==> src/rtl/noc_pkg.sv <==
// Shared mesh-router definitions: gate codes, flit type codes, flit field
// positions, arbiter state encoding and the mod-5 round-robin step helper.
package noc_pkg;

    localparam logic [2:0] GATE_N  = 3'd0;
    localparam logic [2:0] GATE_E  = 3'd1;
    localparam logic [2:0] GATE_S  = 3'd2;
    localparam logic [2:0] GATE_W  = 3'd3;
    localparam logic [2:0] GATE_PE = 3'd4;

    localparam logic [1:0] FT_HEAD = 2'b10;
    localparam logic [1:0] FT_BODY = 2'b00;
    localparam logic [1:0] FT_TAIL = 2'b01;
    localparam logic [1:0] FT_HSK  = 2'b11;

    localparam int FLIT_TYPE_HI = 31;
    localparam int FLIT_TYPE_LO = 30;
    localparam int FLIT_SRC_HI  = 29;
    localparam int FLIT_SRC_LO  = 26;
    localparam int FLIT_DST_HI  = 25;
    localparam int FLIT_DST_LO  = 22;

    localparam int NUM_INPUTS = 5;

    typedef enum logic {
        ST_IDLE = 1'b0,
        ST_LOCK = 1'b1
    } arb_state_t;

    // (base + step) mod 5 for base in 0..4 and step in 0..5
    function automatic logic [2:0] rr_step(input logic [2:0] base, input logic [2:0] step);
        logic [3:0] sum;
        sum = {1'b0, base} + {1'b0, step};
        if (sum >= 4'd5) begin
            return 3'(sum - 4'd5);
        end
        return sum[2:0];
    endfunction

endpackage

==> src/rtl/noc_out_arbiter_if.sv <==
// Request/grant bundle between the five router inputs and one output arbiter.
interface noc_out_arbiter_if;

    logic [4:0]  valid_in;
    logic [14:0] gate_in;
    logic [9:0]  type_in;
    logic        out_ready;
    logic [4:0]  grant;
    logic [2:0]  sel;
    logic        locked;
    logic [7:0]  pkt_count;
    logic        err;

    modport master (
        output valid_in, gate_in, type_in, out_ready,
        input  grant, sel, locked, pkt_count, err
    );

    modport slave (
        input  valid_in, gate_in, type_in, out_ready,
        output grant, sel, locked, pkt_count, err
    );

endinterface

==> src/rtl/noc_out_arbiter_rr_pick5.sv <==
// Combinational 5-way round-robin picker: searches ptr+1, ptr+2, ... mod 5
// and reports the first requesting index.
module rr_pick5
    import noc_pkg::*;
(
    input  logic [4:0] req,
    input  logic [2:0] ptr,
    output logic       found,
    output logic [2:0] winner
);

    logic [2:0] cand;

    // Walk the rotated priority order and keep the first hit
    always_comb begin
        found  = 1'b0;
        winner = 3'd0;
        cand   = 3'd0;
        for (int k = 1; k <= NUM_INPUTS; k++) begin
            cand = rr_step(ptr, 3'(k));
            if (!found && req[cand]) begin
                found  = 1'b1;
                winner = cand;
            end
        end
    end

endmodule

==> src/rtl/noc_out_arbiter.sv <==
// Per-output-port wormhole arbiter: grants one input round-robin, holds the
// port from header to tail, releases on tail or single-flit handshake.
module noc_out_arbiter
    import noc_pkg::*;
#(
    parameter logic [2:0] PORT = 3'd0
)(
    input  logic               clk,
    input  logic               enable,
    noc_out_arbiter_if.slave   bus
);

    arb_state_t  state;
    logic [2:0]  ptr;
    logic [4:0]  grant_q;
    logic [2:0]  sel_q;
    logic        locked_q;
    logic [7:0]  pkt_count_q;
    logic        err_q;

    logic [4:0]  req;
    logic [4:0]  qual;
    logic [4:0]  bad;
    logic        found;
    logic [2:0]  winner;
    logic [1:0]  cur_type;
    logic        xfer;
    logic        last_flit;

    // Decode per-input requests aimed at this port; U-turns never request
    always_comb begin
        req  = '0;
        qual = '0;
        bad  = '0;
        for (int i = 0; i < NUM_INPUTS; i++) begin
            req[i]  = bus.valid_in[i] && (bus.gate_in[3*i +: 3] == PORT) && (3'(i) != PORT);
            qual[i] = req[i] && ((bus.type_in[2*i +: 2] == FT_HEAD) || (bus.type_in[2*i +: 2] == FT_HSK));
            bad[i]  = req[i] && !qual[i];
        end
    end

    rr_pick5 u_pick (
        .req    (qual),
        .ptr    (ptr),
        .found  (found),
        .winner (winner)
    );

    // Transfer detection for the owning input's head flit
    always_comb begin
        cur_type  = bus.type_in[2*int'(sel_q) +: 2];
        xfer      = bus.valid_in[sel_q] && bus.out_ready;
        last_flit = (cur_type == FT_TAIL) || (cur_type == FT_HSK);
    end

    // Arbitration FSM with registered grant/sel/locked, packet counter and error flag
    always_ff @(posedge clk) begin
        if (!enable) begin
            state       <= ST_IDLE;
            ptr         <= 3'd4;
            grant_q     <= '0;
            sel_q       <= '0;
            locked_q    <= 1'b0;
            pkt_count_q <= '0;
            err_q       <= 1'b0;
        end else begin
            case (state)
                ST_IDLE: begin
                    if (|bad) begin
                        err_q <= 1'b1;
                    end
                    if (found) begin
                        grant_q  <= 5'd1 << winner;
                        sel_q    <= winner;
                        locked_q <= 1'b1;
                        state    <= ST_LOCK;
                    end
                end
                ST_LOCK: begin
                    if (xfer && last_flit) begin
                        grant_q     <= '0;
                        locked_q    <= 1'b0;
                        ptr         <= sel_q;
                        pkt_count_q <= pkt_count_q + 8'd1;
                        state       <= ST_IDLE;
                    end
                end
                default: begin
                    state <= ST_IDLE;
                end
            endcase
        end
    end

    assign bus.grant     = grant_q;
    assign bus.sel       = sel_q;
    assign bus.locked    = locked_q;
    assign bus.pkt_count = pkt_count_q;
    assign bus.err       = err_q;

endmodule

==> src/flat_wrapper.sv <==
// flat-port wrapper written by rule: the top's interface ports become plain ports
module noc_out_arbiter_flat import noc_pkg::*;
#(
    parameter logic [2:0] PORT = 3'd0
)
  (clk, enable, bus_valid_in, bus_gate_in, bus_type_in, bus_out_ready, bus_grant, bus_sel, bus_locked, bus_pkt_count, bus_err);
  noc_out_arbiter_if bus_i ();
  input  logic clk;
  input  logic enable;
  input wire logic [$bits(bus_i.valid_in)-1:0] bus_valid_in;
  input wire logic [$bits(bus_i.gate_in)-1:0] bus_gate_in;
  input wire logic [$bits(bus_i.type_in)-1:0] bus_type_in;
  input wire logic [$bits(bus_i.out_ready)-1:0] bus_out_ready;
  output wire logic [$bits(bus_i.grant)-1:0] bus_grant;
  output wire logic [$bits(bus_i.sel)-1:0] bus_sel;
  output wire logic [$bits(bus_i.locked)-1:0] bus_locked;
  output wire logic [$bits(bus_i.pkt_count)-1:0] bus_pkt_count;
  output wire logic [$bits(bus_i.err)-1:0] bus_err;
  assign bus_i.valid_in = bus_valid_in;
  assign bus_i.gate_in = bus_gate_in;
  assign bus_i.type_in = bus_type_in;
  assign bus_i.out_ready = bus_out_ready;
  assign bus_grant = bus_i.grant;
  assign bus_sel = bus_i.sel;
  assign bus_locked = bus_i.locked;
  assign bus_pkt_count = bus_i.pkt_count;
  assign bus_err = bus_i.err;
  noc_out_arbiter #(.PORT(PORT)) u_core (.clk(clk), .enable(enable), .bus(bus_i));
endmodule
==> config.mk <==
export PLATFORM = sky130hd
export DESIGN_NAME = noc_out_arbiter_flat
export DESIGN_NICKNAME = d
export VERILOG_FILES = /design/src/rtl/noc_pkg.sv /design/src/rtl/noc_out_arbiter_if.sv /design/src/rtl/noc_out_arbiter_rr_pick5.sv /design/src/rtl/noc_out_arbiter.sv /design/src/flat_wrapper.sv
export SDC_FILE = /design/constraint.sdc
export NUM_CORES = 1
export LEC_CHECK = 0
export CORE_ASPECT_RATIO = 1.4
export CORE_MARGIN = 2
export CORE_UTILIZATION = 54
export CTS_CLUSTER_DIAMETER = 50
export DETAILED_ROUTE_END_ITERATION = 16
export PLACE_DENSITY = 0.92
export SYNTH_ARGS = -nofsm -noshare
export SYNTH_HDL_FRONTEND = slang
export SYNTH_SLANG_ARGS = --single-unit
==> constraint.sdc <==
create_clock -name clk -period 5.7 [get_ports clk]
set_clock_uncertainty 0.05 [all_clocks]
set_input_delay 1.71 -clock clk [delete_from_list [all_inputs] [get_ports clk]]
set_output_delay 1.71 -clock clk [all_outputs]
set_load 0.03 [all_outputs]
==> results.json <==
{
  "avgSynthCellArea_um2": 8.058,
  "hold_viol_final": 0,
  "p_int_uw": 293.2,
  "switching_share_pct": 24.99,
  "drive_above_1_share_pct": 10.46,
  "cp_slowest_stage_delay_ns": 0.44,
  "min_period_ns": 4.117,
  "portBuffers": 46,
  "first_iter_violations": 86,
  "clock_latency_ns": 0.26,
  "h-tree-depth": 1,
  "grt_usage_pct": 27.70,
  "synth_edf_count": 0,
  "vias": 2179,
  "drc_errors": 0,
  "vias_per_cell": 6.261,
  "wire_per_inst_um": 16.87,
  "syn_inst": 261,
  "ys_ff_latch": 22,
  "fp.dieW_um": 56.75,
  "overflow": 0,
  "routed_wl_um": 5871,
  "worst_pin_slew_ns": 0.6347,
  "start_util_pct": 56.71,
  "crit_chain": "clkdlybuf4s50_1 > nor4b_2 > and2_1 > and3_1 > o211a_4 > o21a_1 > nor2_1 > o311a_1 > a211oi_1",
  "cp-end-kind": "flop",
  "hold_path.class": "reg -> reg",
  "yosysWarningCount": 0,
  "setup_viol": 0,
  "cp-startpoint": "bus_gate_in[10]",
  "critPathLaunchType": "input port",
  "fmax_ghz": 0.2429,
  "power_frac_seq_pct": 42.3,
  "cap_violations": 0,
  "ios": 51,
  "fin_setup_tns_ns": 0,
  "worstHoldStart": "u_core.bus.grant[4]$_SDFFE_PN0P_",
  "critPathRequiredTime_ns": 5.81,
  "cts_tree": "done",
  "numClockSinks": 22,
  "r2r_start": "u_core.ptr[0]$_SDFFE_PN0P_",
  "cts.repair.resized": 0,
  "timing.hold.ws_ns": 0.4157,
  "area_growth_pct": 26.41,
  "final_common_cell": "clkdlybuf4s50_1",
  "p_clk_share_pct": 36.5,
  "place.gp.congestion": 0.9336,
  "crit_buf_inv": 1,
  "synth_area_um2": 2103,
  "final_max_slew_viol_count": 0,
  "drt.antenna.violating_nets": 0,
  "chipHeight_um": 77.85,
  "dpl.hpwl_um": 4366,
  "grt_max_degree": 19,
  "post-route-period-util_pct": 72.24,
  "crit_slowest_cell": "clkdlybuf4s50_1",
  "p_switching_uw": 97.70,
  "die_area_um2": 4417,
  "antenna_cells": 0,
  "cts_setup_buffers": 0,
  "grt_pass1_wl_um": 9949,
  "cellPowerDensity_nw_per_um2": 147.0,
  "r2r-end": "u_core.bus.sel[0]$_SDFFE_PN0P_",
  "reg2regPathDepth": 10,
  "grt_setup_unrepaired": "false",
  "layout_common_cells": "clkdlybuf4s50_1, nand2_1, nor2_1",
  "clock_path_buffers": 2,
  "crit_fanout": 5,
  "cts_hold_buffers": 0,
  "syn_nets": 306,
  "leakage_uw": 0.001035,
  "numCtsBuffers": 3,
  "nNetsFinal": 352,
  "pwr-share-comb_pct": 21.2,
  "hold_depth": 1,
  "peakVddDrop_mv": 0.2724,
  "rows": 26,
  "cp.depth": 9,
  "reg2reg_setup_slack_ns": 1.89,
  "slew-limit-headroom_pct": 57.63,
  "crit_family": "simple AND/OR/NAND/NOR gates",
  "clkTransAtPathRegs_ns": 0.08,
  "yosysSeqAreaShare_pct": 20.94,
  "cts-root-buf": "clkbuf_8",
  "antenna_found_initial": 0,
  "critPathKind": "in -> reg",
  "first_pass_iters": 6,
  "grt_pass1_vias": 2212,
  "synth_cell_types": 68,
  "crit_arrival_ns": 4.23,
  "fp.coreArea_um2": 3709,
  "status": "completed",
  "ys.flop_type": "dfxtp_1",
  "async_reset_ff_share_pct": 0,
  "min_to": "u_core.bus.grant[4]$_SDFFE_PN0P_"
}
==> power by group through the flow <==
stage	sequential, uW	clock (uW)	combinational, uW
after floorplan	173	0	37.2
after global placement	168	0	78.6
after detailed placement	168	0	80.5
after CTS	165	144	82.2
after global routing	166	151	88.9
final	165	143	82.9
==> kinds of logic after synthesis <==
family | share of synthesized area, %
DFF | 20.94
buffers and inverters | 4.581
xor gates and xnor gates | 3.748
muxes | 2.915
adders and majority gates | 7.495
AOI/OAI and AO/OA | 29.69
and+or+nand+nor | 30.64
==> per-stage QoR <==
stage / instance area, um2 / setup slack (ns) / total power [uW] / utilization [%] / instances
detailed placement: 2587 / 1.388 / 248.9 / 69.77 / 344
global placement: 2587 / 1.378 / 247.1 / 69.77 / 344
finish: 2659 / 1.583 / 390.9 / 71.69 / 348
CTS: 2659 / 1.623 / 391.1 / 71.69 / 348
global route: 2659 / 1.407 / 405.6 / 71.69 / 348
floorplan: 2103 / 1.997 / 210.4 / - / 261
==> synthesized netlist by cell type (3+ instances only) <==
| cell | count | area (um2) |
|---|---|---|
| a211o_1 | 4 | 35.03 |
| nor3_1 | 4 | 20.02 |
| a32o_1 | 3 | 30.03 |
| and3_1 | 3 | 18.77 |
| and2_1 | 5 | 31.28 |
| inv_1 | 14 | 52.55 |
| nor2b_1 | 5 | 31.28 |
| xor2_1 | 5 | 43.79 |
| a21o_1 | 9 | 67.56 |
| o21a_1 | 3 | 22.52 |
| a211oi_1 | 5 | 37.54 |
| o2111ai_1 | 3 | 26.28 |
| o211ai_1 | 3 | 22.52 |
| ha_1 | 11 | 137.6 |
| nor2_1 | 23 | 86.33 |
| nand2b_1 | 3 | 18.77 |
| mux2i_1 | 5 | 50.05 |
| dfxtp_1 | 22 | 440.4 |
| nand3_1 | 11 | 55.05 |
| a31oi_1 | 3 | 18.77 |
| o32ai_1 | 4 | 35.03 |
| nand2_1 | 26 | 97.59 |
| or2_1 | 3 | 18.77 |
| o21ai_0 | 11 | 55.05 |
| a21oi_1 | 13 | 65.06 |
| xnor2_1 | 4 | 35.03 |
| nand4_1 | 5 | 31.28 |
| nor4b_2 | 3 | 45.04 |
==> sequential cells by signal (all words and copies together), names as in the netlist <==
| signal | count |
|---|---|
| u_core.bus.pkt_count | 8 |
| u_core.bus.err | 1 |
| u_core.state | 1 |
| u_core.bus.sel | 3 |
| u_core.bus.locked | 1 |
| u_core.ptr | 3 |
| u_core.bus.grant | 5 |
==> worst max path at each step <==
stage          slack, ns                               end
2_1_floorplan       2.00  u_core.bus.grant[2]$_SDFFE_PN0P_
3_3_place_gp        1.38  u_core.bus.grant[1]$_SDFFE_PN0P_
3_5_place_dp        1.39  u_core.bus.grant[2]$_SDFFE_PN0P_
4_1_cts             1.62    u_core.bus.sel[0]$_SDFFE_PN0P_
5_1_grt             1.41    u_core.bus.sel[0]$_SDFFE_PN0P_
6_report            1.58    u_core.bus.sel[0]$_SDFFE_PN0P_
==> final cells by class <==
| type | instances | area (um2) |
|---|---|---|
| sequential | 22 | 440.4 |
| tap | 42 | 52.55 |
| clock inverter | 1 | 30.03 |
| fill | 286 | 1050 |
| clock buffer | 3 | 41.29 |
| timing repair buffer | 47 | 467.9 |
| inverter | 16 | 60.06 |
| multi-input combinational | 217 | 1567 |
==> routing by layer <==
metal,vias to the layer above,part of all wire (%),track usage (%)
met5,-,0,0
met4,0,2.5,13.02
met3,16,5.7,2.500
met2,92,53,50.47
met1,1015,39,31.77
li1,1056,-,-
Power figures use the tool's default switching activity.
